$ cat config.mk
export PLATFORM = sky130hd
export DESIGN_NAME = sci_alu_issue_queue
export DESIGN_NICKNAME = d
export VERILOG_FILES = /design/src/rtl/sci_alu_issue_queue.sv
export SDC_FILE = /design/constraint.sdc
export NUM_CORES = 1
export LEC_CHECK = 0
export ABC_AREA = 1
export BUFFER_PORTS_ARGS = -buffer_cell sky130_fd_sc_hd__buf_2
export CAP_MARGIN = 5
export CORE_ASPECT_RATIO = 1.4
export CORE_UTILIZATION = 61
export DETAILED_ROUTE_END_ITERATION = 8
export GPL_TIMING_DRIVEN = 0
export PLACE_DENSITY = 0.84
export SLEW_MARGIN = 15
export SYNTH_ARGS = -nofsm -noshare
export SYNTH_HDL_FRONTEND = slang
export SYNTH_SLANG_ARGS = --single-unit
$ cat constraint.sdc
create_clock -name clk -period 21.4 [get_ports clk]
set_clock_uncertainty 0.05 [all_clocks]
set_input_delay 0 -clock clk [delete_from_list [all_inputs] [get_ports clk]]
set_output_delay 0 -clock clk [all_outputs]
set_load 0.005 [all_outputs]
$ cat src/rtl/sci_alu_issue_queue.sv
// sci_alu_issue_queue: buffers ALU requests in a small FIFO and issues them one
// at a time to a latched scientific ALU. Each operation gets a clean enable pulse,
// then the latched result and flags are captured and offered via valid/ready.
module sci_alu_issue_queue #(
    parameter int DEPTH    = 4,
    parameter int ALU_WAIT = 1
) (
    input  logic                    clk,
    input  logic                    rst_n,
    input  logic                    in_valid,
    output logic                    in_ready,
    input  logic [3:0]              in_opcode,
    input  logic [63:0]             in_a,
    input  logic [63:0]             in_b,
    output logic                    alu_enable,
    output logic [63:0]             alu_a,
    output logic [63:0]             alu_b,
    output logic [3:0]              alu_opcode,
    input  logic [63:0]             alu_result,
    input  logic                    alu_excep,
    input  logic                    alu_err,
    output logic                    out_valid,
    input  logic                    out_ready,
    output logic [63:0]             out_result,
    output logic                    out_excep,
    output logic                    out_err,
    output logic [3:0]              out_opcode,
    output logic [$clog2(DEPTH):0]  level
);
    localparam int PW = $clog2(DEPTH);
    localparam int LW = PW + 1;
    localparam logic [LW-1:0] FULL      = LW'(DEPTH);
    localparam logic [3:0]    WAIT_INIT = 4'(ALU_WAIT);

    // One FIFO entry: opcode plus both operands.
    typedef struct packed {
        logic [3:0]  opcode;
        logic [63:0] a;
        logic [63:0] b;
    } entry_t;

    typedef enum logic [1:0] {IDLE, DRIVE, LATCH, HOLD} state_t;

    entry_t        mem [DEPTH];
    logic [PW-1:0] wr_ptr;
    logic [PW-1:0] rd_ptr;
    state_t        state;
    logic [3:0]    wait_cnt;
    logic          push;
    logic          pop;
    entry_t        head;
    entry_t        wr_entry;

    // Ready comes only from the registered occupancy, never from in_valid.
    assign in_ready = (level != FULL);
    assign push     = in_valid && in_ready;
    assign pop      = (state == IDLE) && (level != '0);
    assign head     = mem[rd_ptr];

    always_comb begin
        wr_entry        = '0;
        wr_entry.opcode = in_opcode;
        wr_entry.a      = in_a;
        wr_entry.b      = in_b;
    end

    // FIFO storage; contents are don't-care until the pointers say otherwise.
    always_ff @(posedge clk) begin
        if (push) mem[wr_ptr] <= wr_entry;
    end

    // Pointers wrap naturally since DEPTH is a power of two; level tracks push/pop.
    always_ff @(posedge clk or negedge rst_n) begin
        if (!rst_n) begin
            wr_ptr <= '0;
            rd_ptr <= '0;
            level  <= '0;
        end else begin
            if (push) wr_ptr <= wr_ptr + 1'b1;
            if (pop)  rd_ptr <= rd_ptr + 1'b1;
            case ({push, pop})
                2'b10:   level <= level + 1'b1;
                2'b01:   level <= level - 1'b1;
                default: level <= level;
            endcase
        end
    end

    // Issue FSM. The pop edge loads the operand registers with enable still low,
    // so the ALU sees settled operands for the whole ALU_WAIT+1 cycle transparent
    // window; dropping enable latches the result, which is captured one cycle later.
    always_ff @(posedge clk or negedge rst_n) begin
        if (!rst_n) begin
            state      <= IDLE;
            wait_cnt   <= '0;
            alu_enable <= 1'b0;
            alu_a      <= '0;
            alu_b      <= '0;
            alu_opcode <= '0;
            out_valid  <= 1'b0;
            out_result <= '0;
            out_excep  <= 1'b0;
            out_err    <= 1'b0;
            out_opcode <= '0;
        end else begin
            case (state)
                IDLE: begin
                    alu_enable <= 1'b0;
                    if (pop) begin
                        alu_a      <= head.a;
                        alu_b      <= head.b;
                        alu_opcode <= head.opcode;
                        wait_cnt   <= WAIT_INIT;
                        state      <= DRIVE;
                    end
                end
                DRIVE: begin
                    if (!alu_enable) begin
                        alu_enable <= 1'b1;
                    end else if (wait_cnt == '0) begin
                        alu_enable <= 1'b0;
                        state      <= LATCH;
                    end else begin
                        wait_cnt <= wait_cnt - 1'b1;
                    end
                end
                LATCH: begin
                    out_result <= alu_result;
                    out_excep  <= alu_excep;
                    out_err    <= alu_err;
                    out_opcode <= alu_opcode;
                    out_valid  <= 1'b1;
                    state      <= HOLD;
                end
                HOLD: begin
                    if (out_ready) begin
                        out_valid <= 1'b0;
                        state     <= IDLE;
                    end
                end
                default: begin
                    alu_enable <= 1'b0;
                    state      <= IDLE;
                end
            endcase
        end
    end

    // Occupancy can never exceed the buffer size.
    property p_level_bound;
        @(posedge clk) disable iff (!rst_n) level <= FULL;
    endproperty
    a_level_bound: assert property (p_level_bound);

    // The ALU is never transparent while a captured result is on offer.
    property p_enable_exclusive;
        @(posedge clk) disable iff (!rst_n) !(alu_enable && out_valid);
    endproperty
    a_enable_exclusive: assert property (p_enable_exclusive);

endmodule

==> Implementation_results.wiki, run 1 <==
{| class="wikitable"
! Metric !! Value
|-
| Layout overhead on the synthesized area || 26.9%
|-
| Mean Syn Cell Area || 11.5 um2
|-
| Initial antenna violation count || 6
|-
| Count of non-filler cells in the finished layout || just under 4,000
|-
| FF/Latch Area || 21,300 um2
|-
| Number of warnings reported in the yosys synthesis log || 0
|-
| RSZ-0062 raised after global routing || false
|-
| Hold slack final || 57.8 ps
|-
| Remaining antenna violation count after routing || 0
|-
| Number of distinct standard cells referenced by the synthesized netlist || 25
|-
| Max-capacitance violation count || 0
|-
| Die outline width || about 190 um
|-
| Post-synthesis instance area || 28,800 um2
|-
| Maximum number of pins on one net before global-route repair || 95
|-
| Post-placement setup slack || 18,660 ps
|-
| Sequential area share after synthesis || 73.9%
|-
| Vias per cell || about 5.7
|-
| Run status || finished, final reports clean
|-
| CTS H-tree depth || 3
|-
| Overall routing resource usage || 34.5%
|-
| Final Hold Violating Endpoints || 0
|-
| Number of filler cells placed in the layout || 2,412
|-
| Buffer depth of the longest clock path || 3
|-
| Worst slew margin || 46.9%
|-
| Kind of critical path || flop to flop
|-
| Clock buffers created by TritonCTS || 68
|-
| Starting density of the core || between 60 and 70%
|-
| # nets final || 3,433
|-
| Final worst-path setup slack || 18,610 ps
|-
| Leakage power summed over all cells || 15.8 nW
|-
| Number of global-route vias before repair || 22,800
|-
| Routed length per placed instance || between 20 and 25 um
|-
| Total power draw || between 5 and 6 mW
|-
| Area inside the core boundary || 46,300 um2
|-
| Number of port buffers || slightly above 400
|-
| Total number of vias || between 20,000 and 25,000
|-
| Total count of max-transition violations in the final report || 0
|-
| Total routed wirelength || 83,100 um
|-
| Net count after synthesis || 2,726
|-
| Endpoint arrival time on the critical path || around 3000 ps
|-
| Post-CTS Setup Bufs || 0
|-
| Transition time of the tightest slew-check pin || 795 ps
|-
| Gp weighted congestion || 0.810
|-
| Post-detailed-route DRC marker count || 0
|-
| Final design area excluding fillers || about 37,000 um2
|-
| Final worst path period need || 2790 ps
|-
| Site Rows || 93
|-
| GR Overflow Total || 0
|-
| Layout cell share with drive strength beyond 1 || 20.3%
|-
| Worst-Skew Late Latency || 590 ps
|-
| Full die area || 48,100 um2
|-
| Post-Synthesis Cells || 2,513
|-
| Area after DPL || 32,200 um2
|-
| Number of optimization iterations in the first detailed-route pass || 6
|-
| Ports placed on the boundary || 410
|-
| Clock-pin transition on the worst setup and hold timing paths || 60 ps
|-
| Period utilization || 13.0%
|-
| Startpoint class of the critical path || flop
|-
| Achievable Freq || 358 MHz
|-
| TritonCTS Sinks || 745
|-
| CTS tree || built
|-
| Final Util || 78.9%
|-
| Detailed-placement wirelength estimate || 49,400 um
|-
| Largest voltage drop on the vdd net || 107 uV
|-
| Final setup violation count || 0
|-
| Area contributors post-synth || sky130_fd_sc_hd__edfxtp_1, sky130_fd_sc_hd__dfrtp_1, sky130_fd_sc_hd__nand2_1
|-
| First-pass GRT wire length || 124,000 um
|-
| Final TNS setup || 0 ps
|-
| Cell taking the most area after synthesis || sky130_fd_sc_hd__edfxtp_1
|-
| Height of the chip || between 200 and 300 um
|-
| Hold crit path type || input port to flop
|-
| PD cells || between 100 and 150 nW/um2
|-
| Total instance count after detailed placement || between 3,000 and 4,000
|-
| Area occupied by multi-input gates || approximately 6600 um2
|-
| Number of DRC markers after the initial detailed-route iteration || 2,364
|-
| Cell chosen for the clock root || sky130_fd_sc_hd__clkbuf_16
|-
| Category of the worst setup path capture point || flop
|-
| Synthesis-stage register bit count || roughly 750
|-
| Peak fanout along the critical path || 23
|-
| Share of the synthesized area in the top cell type || 55.1%
|-
| Data required, critical path || 21,650 ps
|}
## cell usage after synthesis, drive strengths merged
cell type    n
nand4        2
nand2      772
clkbuf      30
dfrtp      217
nand3        6
xor2         3
o21ai      267
edfxtp     528
ha          10
or2          1
inv         24
xnor2        2
fa           1
nor2       546
buf        101
a21oi        3
## routing by layer
layer  track usage [%]  part of all wire (%)
met1              39.1                    34
met5                 0                 0.017
met2              59.1                    51
met4              20.7                   5.5
met3              7.93                   9.7
## flip-flops by register name, indices dropped and copies added (netlist names), 3 cells and up
signal and count:
level 3, alu_b 64, out_opcode 4, mem 528, wait_cnt 4, out_result 64, alu_a 64, alu_opcode 4
## path summary, 6_finish.rpt
| check | from | to | slack [ps] | cells past startpoint |
|---|---|---|---|---|
| max in group asynchronous | rst_n | out_result[41] | 19890 | 5 |
| min in group asynchronous | rst_n | alu_a[57] | 510 | 4 |
| max reg2reg | level[0] | mem[1][49] | 18610 | 7 |
| min | in_valid | wr_ptr[1] | 60 | 4 |
| min reg2reg | out_result[4] | out_result[4] | 420 | 2 |
| max | level[0] | mem[1][49] | 18610 | 7 |
## critical path: stages (launching register included)
cell and delay, ps:
sky130_fd_sc_hd__dfrtp_1 420, sky130_fd_sc_hd__nor2_2 80, sky130_fd_sc_hd__nand2_1 100, sky130_fd_sc_hd__nand2_1 340
sky130_fd_sc_hd__nor2_4 750, sky130_fd_sc_hd__buf_12 280, sky130_fd_sc_hd__buf_12 230, sky130_fd_sc_hd__buf_16 190
## final cells by class
class	instances	area share, %
Clock inverter	33	0.681
Clock buffer	93	5.49
Antenna cell	5	0.0342
Timing Repair Buffer	637	12.8
Inverter	24	0.267
Tap cell	617	2.11
Buffer	131	2.35
Multi-Input combinational cell	1613	18.0
Sequential cell	745	58.2
## power breakdown
group	switching, mW	internal [mW]	leakage (nW)
combinational	1.38	0.716	7.17
clock	0.532	0.688	1.12
sequential	0.182	1.98	7.50
total	2.09	3.38	15.8
## logic make-up (layout without fill, tap and decap cells)
group	Yosys count	count (layout)	share of synthesized area (%)
other	0	5	0
XOR/XNOR	5	5	0.152
flip-flops	745	745	73.9
adder cells (fa/ha/maj)	11	11	0.504
buffers and inverters	155	918	3.32
AO/OA/AOI/OAI	270	270	4.69
AND/OR/NAND/NOR	1327	1327	17.4
## cells in the final DEF, fill, tap and decap left out, drive strengths merged
master	instances
a21oi	3
buf	537
bufinv	2
clkbuf	123
clkinv	22
clkinvlp	4
dfrtp	217
diode	5
dlygate4sd3	201
edfxtp	528
fa	1
ha	10
inv	29
nand2	772
nand3	6
nand4	2
nor2	546
o21ai	267
or2	1
xnor2	2
xor2	3
## what timing repair did
| action | CTS | global route |
|---|---|---|
| endpoints found under the setup margin | 0 | 0 |
| endpoints found under the hold margin | 720 | 0 |
| resized for setup | 0 | 0 |
| hold buffers | 202 | 0 |
(Power assumes the default switching activity.)
==> inputs of run 2 (changes only) <==
- CORE_UTILIZATION: 61 -> 57
- PLACE_DENSITY: 0.84 -> 0.79
- clock period: 21.4 -> 2.6 ns (I/O delays scaled with it)
==> run 2 against run 1 <==
  * First-iteration DRC count down 21%
  * Via count fell by 3.6%
  * Die area up 6.9%
  * Total power grew to 8.2 times the previous value
  * Largest cell class unchanged
  * Clock-buffer cell count increased by 10
  * Critical path type unchanged
  * Combinational power grew to 8.1 times the previous value
  * Register-to-register slack worse by 18000 ps
  * Highest routed layer unchanged
==> Implementation_results.wiki, run 2 (synthesized netlist as in run 1, its figures left out) <==
{| class="wikitable"
! Metric !! Value
|-
| Post-detailed-route DRC marker count || 0
|-
| Leading cell type in the layout, fill and taps excluded || sky130_fd_sc_hd__nand2_1
|-
| Area occupied by multi-input gates || 6590 um2
|-
| CTS H-tree depth || 3
|-
| Category of the worst setup path capture point || flop
|-
| Starting density of the core || between 50% and 60%
|-
| Part of the total power dissipated in combinational logic || around 38%
|-
| CTS tree || built
|-
| Full die area || 51,400 um2
|-
| Register-to-register path setup slack || ~250 ps
|-
| Height of the chip || 268 um
|-
| Ports placed on the boundary || 410
|-
| Transition time of the tightest slew-check pin || 620 ps
|-
| FF/Latch Area || ~21,000 um2
|-
| Overall routing resource usage || 31.1%
|-
| Final Util || 73.2%
|-
| TritonCTS Sinks || 745
|-
| Run status || finished, final reports clean
|-
| RSZ-0062 raised after global routing || false
|-
| Final design area excluding fillers || 36,600 um2
|-
| Switching component of the power || 16.7 mW
|-
| Hold slack final || 99.9 ps
|-
| Worst-Skew Late Latency || 600 ps
|-
| Peak fanout along the critical path || 17
|-
| Detailed-placement wirelength estimate || 50,300 um
|-
| Total routed wirelength || 80,200 um
|-
| Endpoint arrival time on the critical path || 2820 ps
|-
| Maximum number of pins on one net before global-route repair || 106
|-
| Flip-flop count of the largest register after layout || roughly 530
|-
| Initial antenna violation count || 12
|-
| Clock buffers created by TritonCTS || 68
|-
| First-pass GRT wire length || 119,000 um
|-
| Layout overhead on the synthesized area || 27.1%
|-
| Commonest non-fill, non-tap cells in the layout || sky130_fd_sc_hd__nand2_1, sky130_fd_sc_hd__nor2_1, sky130_fd_sc_hd__edfxtp_1
|-
| Total power draw || 44.6 mW
|-
| Hold crit path type || input port to flop
|-
| Worst slew margin || between 50 and 60%
|-
| Final worst path period need || 2350 ps
|-
| # nets final || around 3,400
|-
| Total number of vias || between 20,000 and 25,000
|-
| Number of optimization iterations in the first detailed-route pass || 5
|-
| GR Overflow Total || 0
|-
| Area inside the core boundary || approximately 50,000 um2
|-
| Site Rows || 97
|-
| Period utilization || between 90% and 100%
|-
| Area after DPL || 32,300 um2
|-
| Vias per cell || 5.46
|-
| Kind of critical path || flop to flop
|-
| Max-capacitance violation count || 0
|-
| Number of global-route vias before repair || around 22,000
|-
| Number of port buffers || 409
|-
| Total count of max-transition violations in the final report || 0
|-
| Register with the most flip-flops || mem
|-
| Final Hold Violating Endpoints || 0
|-
| Startpoint class of the critical path || flop
|-
| Gp weighted congestion || about 0.8
|-
| Cell chosen for the clock root || sky130_fd_sc_hd__clkbuf_16
|-
| PD cells || 1220 nW/um2
|-
| Buffer depth of the longest clock path || 3
|-
| Data required, critical path || 3070 ps
|-
| Remaining antenna violation count after routing || 0
|-
| Post-CTS Setup Bufs || 0
|-
| Largest voltage drop on the vdd net || ~1100 uV
|-
| Number of filler cells placed in the layout || 3,108
|-
| Clock-pin transition on the worst setup and hold timing paths || 60 ps
|-
| Routed length per placed instance || between 20 and 25 um
|-
| Reg power frac || 39.7%
|-
| Final TNS setup || 0 ps
|-
| Final setup violation count || 0
|-
| Proportion of power drawn by the clock network || between 20% and 30%
|-
| Leakage power summed over all cells || 15.8 nW
|-
| Fraction of power spent switching nets || 37.5%
|-
| Internal power component || 27.9 mW
|-
| Number of DRC markers after the initial detailed-route iteration || 1,876
|-
| Achievable Freq || 426 MHz
|-
| Layout cell share with drive strength beyond 1 || 20.0%
|-
| Die outline width || 192 um
|}
## run 2: cell count changes in the layout (fill, tap and decap cells not counted), sizes merged
cell	before	now
clkinv	22	15
buf	537	536
diode	5	14
inv	29	24
clkbuf	123	133
clkinvlp	4	3
dlygate4sd3	201	202
## run 2: critical path: stages, from the launching register on
cell	delay, ps
sky130_fd_sc_hd__dfrtp_1	420
sky130_fd_sc_hd__inv_1	100
sky130_fd_sc_hd__ha_1	260
sky130_fd_sc_hd__nand2_4	220
sky130_fd_sc_hd__clkinv_8	200
sky130_fd_sc_hd__ha_1	160
sky130_fd_sc_hd__inv_1	70
sky130_fd_sc_hd__fa_1	380
sky130_fd_sc_hd__nor2_1	110
sky130_fd_sc_hd__nor2_1	40
sky130_fd_sc_hd__nand2_1	70
sky130_fd_sc_hd__xor2_1	170
## run 2: worst paths after layout
path | start | end | cells past startpoint
max in group asynchronous | rst_n | alu_opcode[3] | 4
hold / removal | in_a[5] | mem[3][69] | 2
setup reg to reg | state[0] | level[2] | 11
hold reg to reg | out_result[6] | out_result[6] | 2
setup / recovery | state[0] | level[2] | 11
min in group asynchronous | rst_n | out_excep | 4
## run 2: through the flow
stage               setup slack [ps]  cells
floorplan                       -529   2513
global placement               -2250   3565
detailed placement              -103   3591
CTS                             79.2   3916
global route                    42.2   3926
finish                           254   3930
## run 2: power by group through the flow
stage | registers [mW] | logic (mW) | clock network, mW
6_report | 17.7 | 17.0 | 9.98
5_1_grt | 18.0 | 18.7 | 10.5
4_1_cts | 17.6 | 16.7 | 10.1
3_5_place_dp | 17.8 | 16.2 | 0
3_3_place_gp | 17.9 | 15.1 | 0
2_1_floorplan | 17.9 | 9.45 | 0
## run 2: final cells by class
class / count / share of cell area (%)
Clock inverter: 20 / 0.431
Sequential cell: 745 / 58.2
Clock buffer: 103 / 5.69
Timing Repair Buffer: 638 / 12.8
Antenna cell: 14 / 0.0958
Multi-Input combinational cell: 1613 / 18.0
Tap cell: 643 / 2.20
Inverter: 24 / 0.294
Buffer: 130 / 2.34
## run 2: timing repair
action,CTS,global route
hold endpoints to repair,838,0
setup endpoints to repair,2,1
hold buffers,203,0
pin swaps,0,0
resized for setup,0,3
## run 2: per-layer routing
layer | vias to the layer above | GRT usage [%] | share of wire [%]
met5 | - | 0 | 0.016
met4 | 2 | 18.6 | 5.2
li1 | 9760 | - | -
met3 | 227 | 5.88 | 8.3
met2 | 1118 | 53.9 | 51
met1 | 10400 | 35.6 | 35
